$ cat config.mk
export PLATFORM = sky130hd
export DESIGN_NAME = alarm_ring_controller
export DESIGN_NICKNAME = d
export VERILOG_FILES = /design/src/rtl/alarm_ctrl_pkg.sv /design/src/rtl/sec_down_counter.sv /design/src/rtl/alarm_ring_controller.sv
export SDC_FILE = /design/constraint.sdc
export NUM_CORES = 1
export LEC_CHECK = 0
export ABC_AREA = 1
export CORE_AREA = 2 2 39 41
export CTS_BUF_LIST = sky130_fd_sc_hd__clkbuf_4
export DETAILED_ROUTE_END_ITERATION = 12
export DIE_AREA = 0 0 41 43
export PLACE_DENSITY_LB_ADDON = 0.05
export SKIP_LAST_GASP = 1
export SLEW_MARGIN = 20
export SYNTH_ARGS = -nofsm -noshare
export SYNTH_HDL_FRONTEND = slang
export SYNTH_SLANG_ARGS = --single-unit
$ cat constraint.sdc
create_clock -name Clk_1sec -period 1.2 [get_ports Clk_1sec]
set_input_delay 0.12 -clock Clk_1sec [delete_from_list [all_inputs] [get_ports Clk_1sec]]
set_output_delay 0.12 -clock Clk_1sec [all_outputs]
set_load 0.02 [all_outputs]
$ cat src/rtl/alarm_ctrl_pkg.sv
// State encoding and default timing constants shared by the alarm ring controller files.
package alarm_ctrl_pkg;

    typedef enum logic [1:0] {
        StIdle    = 2'd0,
        StRinging = 2'd1,
        StSnooze  = 2'd2,
        StDone    = 2'd3
    } alarm_state_e;

    localparam int unsigned DefRingTimeout   = 60;
    localparam int unsigned DefSnoozeSeconds = 300;
    localparam int unsigned DefMaxSnoozes    = 3;

endpackage

$ cat src/rtl/sec_down_counter.sv
// 9-bit seconds down-counter with synchronous load; holds at zero instead of wrapping.
module sec_down_counter (
    input  logic       i_clk,
    input  logic       i_rst,
    input  logic       i_load,
    input  logic [8:0] i_load_val,
    input  logic       i_dec,
    output logic       o_zero
);

    logic [8:0] r_count;

    always_ff @(posedge i_clk) begin
        if (i_rst) begin
            r_count <= '0;
        end else if (i_load) begin
            r_count <= i_load_val;
        end else if (i_dec && (r_count != '0)) begin
            r_count <= r_count - 9'd1;
        end
    end

    assign o_zero = (r_count == '0);

endmodule

$ cat src/rtl/alarm_ring_controller.sv
// Alarm ring sequencer: IDLE -> RINGING -> (SNOOZE) -> DONE on a 1 Hz clock.
// Snooze support is built only when ALARM_SNOOZE_EN is defined.
module alarm_ring_controller
    import alarm_ctrl_pkg::*;
#(
    parameter int unsigned RING_TIMEOUT   = DefRingTimeout,
    parameter int unsigned SNOOZE_SECONDS = DefSnoozeSeconds,
    parameter int unsigned MAX_SNOOZES    = DefMaxSnoozes
) (
    input  logic       Clk_1sec,
    input  logic       reset_in,
    input  logic       alarm_ring_in,
    input  logic       alarm_enable_in,
    input  logic       snooze_in,
    input  logic       stop_in,
    output logic       buzzer_out,
    output logic       ringing_out,
    output logic       snoozing_out,
    output logic [2:0] snooze_count_out,
    output logic [5:0] ring_seconds_out
);

    localparam logic [5:0] RingLast = 6'(RING_TIMEOUT - 1);

    alarm_state_e r_state;
    alarm_state_e w_state_nxt;
    logic         r_ring_prev;
    logic [5:0]   r_ring_sec;
    logic [5:0]   w_ring_sec_nxt;
    logic         w_ring_rise;

    assign w_ring_rise = alarm_ring_in & ~r_ring_prev;

`ifdef ALARM_SNOOZE_EN
    localparam logic [8:0] SnoozeLoad = 9'(SNOOZE_SECONDS - 1);
    localparam logic [2:0] MaxSnoozes = 3'(MAX_SNOOZES);

    logic [2:0] r_snz_cnt;
    logic [2:0] w_snz_cnt_nxt;
    logic       w_tmr_load;
    logic       w_tmr_dec;
    logic       w_tmr_zero;

    sec_down_counter u_snooze_timer (
        .i_clk      (Clk_1sec),
        .i_rst      (reset_in),
        .i_load     (w_tmr_load),
        .i_load_val (SnoozeLoad),
        .i_dec      (w_tmr_dec),
        .o_zero     (w_tmr_zero)
    );
`else
    logic w_unused_snooze;
    assign w_unused_snooze = snooze_in ^ SNOOZE_SECONDS[0] ^ MAX_SNOOZES[0];
`endif

    always_ff @(posedge Clk_1sec) begin
        if (reset_in) begin
            r_state     <= StIdle;
            r_ring_prev <= 1'b0;
            r_ring_sec  <= '0;
`ifdef ALARM_SNOOZE_EN
            r_snz_cnt   <= '0;
`endif
        end else begin
            r_state     <= w_state_nxt;
            r_ring_prev <= alarm_ring_in;
            r_ring_sec  <= w_ring_sec_nxt;
`ifdef ALARM_SNOOZE_EN
            r_snz_cnt   <= w_snz_cnt_nxt;
`endif
        end
    end

    // Ring counter defaults to 0 so every exit from RINGING clears it.
    always_comb begin
        w_state_nxt    = r_state;
        w_ring_sec_nxt = '0;
`ifdef ALARM_SNOOZE_EN
        w_snz_cnt_nxt  = r_snz_cnt;
        w_tmr_load     = 1'b0;
        w_tmr_dec      = 1'b0;
`endif
        unique case (r_state)
            StIdle: begin
                if (w_ring_rise && alarm_enable_in) begin
                    w_state_nxt = StRinging;
                end
            end
            StRinging: begin
                if (stop_in || !alarm_enable_in) begin
                    w_state_nxt = StDone;
`ifdef ALARM_SNOOZE_EN
                end else if (snooze_in && (r_snz_cnt < MaxSnoozes)) begin
                    w_state_nxt   = StSnooze;
                    w_snz_cnt_nxt = r_snz_cnt + 3'd1;
                    w_tmr_load    = 1'b1;
`endif
                end else if (r_ring_sec == RingLast) begin
                    w_state_nxt = StDone;
                end else begin
                    w_ring_sec_nxt = r_ring_sec + 6'd1;
                end
            end
`ifdef ALARM_SNOOZE_EN
            StSnooze: begin
                w_tmr_dec = 1'b1;
                if (stop_in || !alarm_enable_in) begin
                    w_state_nxt = StDone;
                end else if (w_tmr_zero) begin
                    w_state_nxt = StRinging;
                end
            end
`endif
            StDone: begin
                if (!alarm_ring_in) begin
                    w_state_nxt = StIdle;
`ifdef ALARM_SNOOZE_EN
                    w_snz_cnt_nxt = '0;
`endif
                end
            end
            default: w_state_nxt = StIdle;
        endcase
    end

    assign ringing_out      = (r_state == StRinging);
    assign buzzer_out       = ringing_out & ~r_ring_sec[0];
    assign ring_seconds_out = r_ring_sec;
`ifdef ALARM_SNOOZE_EN
    assign snoozing_out     = (r_state == StSnooze);
    assign snooze_count_out = r_snz_cnt;
`else
    assign snoozing_out     = 1'b0;
    assign snooze_count_out = '0;
`endif

endmodule
==> impl_metrics.tcl, run 1 <==
set metrics [dict create \
    grt_setup_unrepaired "false" \
    syn_area_um2 472 \
    clkTransAtPathRegs_ns 0.06 \
    critPathLaunch "ring_seconds_out[0]$_SDFF_PP0_" \
    fmax_mhz 876 \
    hold_class "in -> reg" \
    h-tree-depth 1 \
    chipWidth_um 41 \
    whs_ns 0.425 \
    reg2reg_depth 8 \
    antenna_found_initial 0 \
    syn_to_final_growth_pct 48.8 \
    synth_top_area_frac 0.382 \
    place_inst 96 \
    dp_worst_setup_slack_ns -0.0301 \
    status "finished clean" \
    dp_hpwl_um 666 \
    timing.rr.start "ring_seconds_out[1]$_SDFF_PP0_" \
    criticalPathCategory "reg -> out" \
    rows 14 \
    powerDensity_nw_per_um2 1100 \
    nNetsFinal 94 \
    cp-end-kind "primary output" \
    total_power_uw 769 \
    first_iter_violations 1 \
    ys_ff_latch 9 \
    layout_setup_ws_ns 0.0585 \
    setup_viol 0 \
    ys_seq_area_frac 0.382 \
    wirelength_um 818 \
    grt_pass1_wl_um 1440 \
    design_area_um2 702 \
    numCtsBuffers 3 \
    die_area_um2 1760 \
    r2r_end "r_state[1]$_SDFFE_PP0P_" \
    remaining_drc_errors 0 \
    dpl_cell_area_um2 648 \
    cts_root_buffer "clkbuf_4" \
    synth_cells 62 \
    clock-sinks 9 \
    power_leakage_uw 0.000327 \
    drive_gt1_frac 0.360 \
    antennaDiodeCount 0 \
    ff2ff_setup_slack_ns 0.08 \
    skew_ns 0.000417 \
    grt_max_degree 7 \
    fin_crit_sh 0.951 \
    start_kind "flop" \
    ant_nets 0 \
    core_um2 1380 \
    die_y_um 43 \
    nFillCells 149 \
    arrival_ns 1.02 \
    synthTopCellsByArea "dfxtp_1 38%, inv_1 8.0%, nor2_1 7.2%" \
    vias 425 \
    detail_route.vias_per_cell 4.17 \
    path_max_fanout 4 \
    ys_warn_count 0 \
    period_minus_slack_ns 1.14 \
    clk_path_buf_depth 2 \
    ir_drop_uv 516 \
    ys_types 17 \
    overflow 0 \
    yosysTopAreaCell "dfxtp_1" \
    slew_viol_final 0 \
    cts_tree "yes" \
    cts_hold_buf 0 \
    drv_cap 0 \
    post_drt_wl_per_cell_um 8.02 \
    io_buffers 12 \
    grt_pass1_vias 394 \
    hold_viol 0 \
    clk-insertion-delay-late_ns 0.26 \
    start_util 0.341 \
    gp_congestion 0.684 \
    syn_avg_cell_area_um2 7.61 \
    dr.pass1.iters 2 \
    worstSetupEndpoint "ring_seconds_out[0]" \
    stdcell_count 102 \
    required_ns 1.08 \
    io_pins 18 \
    grtUsageTotal 0.128 \
]
## synth_stat cells, drive strengths merged
master and n:
conb 1, nand2 9, ha 1, buf 4, a21oi 3, nand3 7, clkinv 1, xnor2 1
inv 10, xor2 2, dfxtp 9, nor2 14
## worst max-delay path: stages (launching register included)
cell and delay (ns):
dfxtp_4 0.36, buf_4 0.13, clkdlybuf4s15_1 0.27
## per-stage QoR
step                       util  TNS (ns)
after detailed placement  0.468   -0.0513
after global routing      0.507         0
final                     0.507         0
after global placement    0.468   -0.0380
after floorplan               -         0
after CTS                 0.513   -0.0493
## flip-flops by register name, indices dropped and copies added, names as in the netlist
signal / flops
r_ring_prev: 1
r_state: 2
ring_seconds_out: 6
## timing repair
item,4_1_cts,5_1_grt
gates resized for setup,16,4
endpoints found under the setup margin,9,4
buffers inserted,2,0
pin swaps,5,3
## layer usage
layer	global-route usage	wire length [µm]	vias to the layer above
li1	-	-	229
met1	0.133	371	179
met2	0.194	369	12
met3	0.0471	48	5
met4	0.100	28	0
met5	0	0	-
## kinds of logic after synthesis
family / after synthesis / share of synthesized area
AND/OR/NAND/NOR: 30 / 0.337
adder cells (fa/ha/maj): 1 / 0.0265
XOR/XNOR: 3 / 0.0557
flip-flops: 9 / 0.382
AO/OA/AOI/OAI: 3 / 0.0398
other: 1 / 0.00795
buffers and inverters: 15 / 0.151
## cell usage in the layout (no fill, tap or decap), types with 2 or more instances in the layout
cell type	count
dlygate4sd2_1	5
clkbuf_2	2
a21oi_1	2
dfxtp_4	2
nand2_1	6
nor2_2	3
nand2_2	3
clkbuf_4	4
dfxtp_1	7
nand3_1	4
nor2_4	2
nor2_1	9
inv_1	9
clkdlybuf4s50_1	4
nand3_2	3
conb_1	4
xor2_1	2
buf_4	9
## power by group
group          switching (µW)  internal (µW)
combinational             106           86.3
clock                     108            151
sequential               8.51            310
## worst min path at each step
stage | from | end | slack, ns | cells after the start
final | alarm_ring_in | r_ring_prev$_SDFF_PP0_ | 0.43 | 3
after global routing | reset_in | r_ring_prev$_SDFF_PP0_ | 0.45 | 2
after CTS | alarm_ring_in | r_ring_prev$_SDFF_PP0_ | 0.41 | 3
after detailed placement | ring_seconds_out[0]$_SDFF_PP0_ | ring_seconds_out[0]$_SDFF_PP0_ | 0.45 | 1
after global placement | ring_seconds_out[0]$_SDFF_PP0_ | ring_seconds_out[0]$_SDFF_PP0_ | 0.45 | 1
after floorplan | reset_in | r_ring_prev$_SDFF_PP0_ | 0.19 | 1
## final cells by class
type / instances / area, µm² / share of cell area
Timing Repair Buffer: 21 / 171 / 0.244
Clock buffer: 4 / 30.0 / 0.0428
Inverter: 11 / 41.3 / 0.0588
Multi-Input combinational cell: 41 / 251 / 0.358
Sequential cell: 9 / 188 / 0.267
Tap cell: 16 / 20.0 / 0.0285
No activity file was read; power rests on OpenSTA's default activity.
==> inputs of run 2 (changes only) <==
Settings changed: SYNTH_HIERARCHICAL set to 1.
==> results of run 2 <==
Same layout as run 1: the final DEF is identical, and so are final timing and power.
Main changes from that run: Yosys warning count 0 -> 6
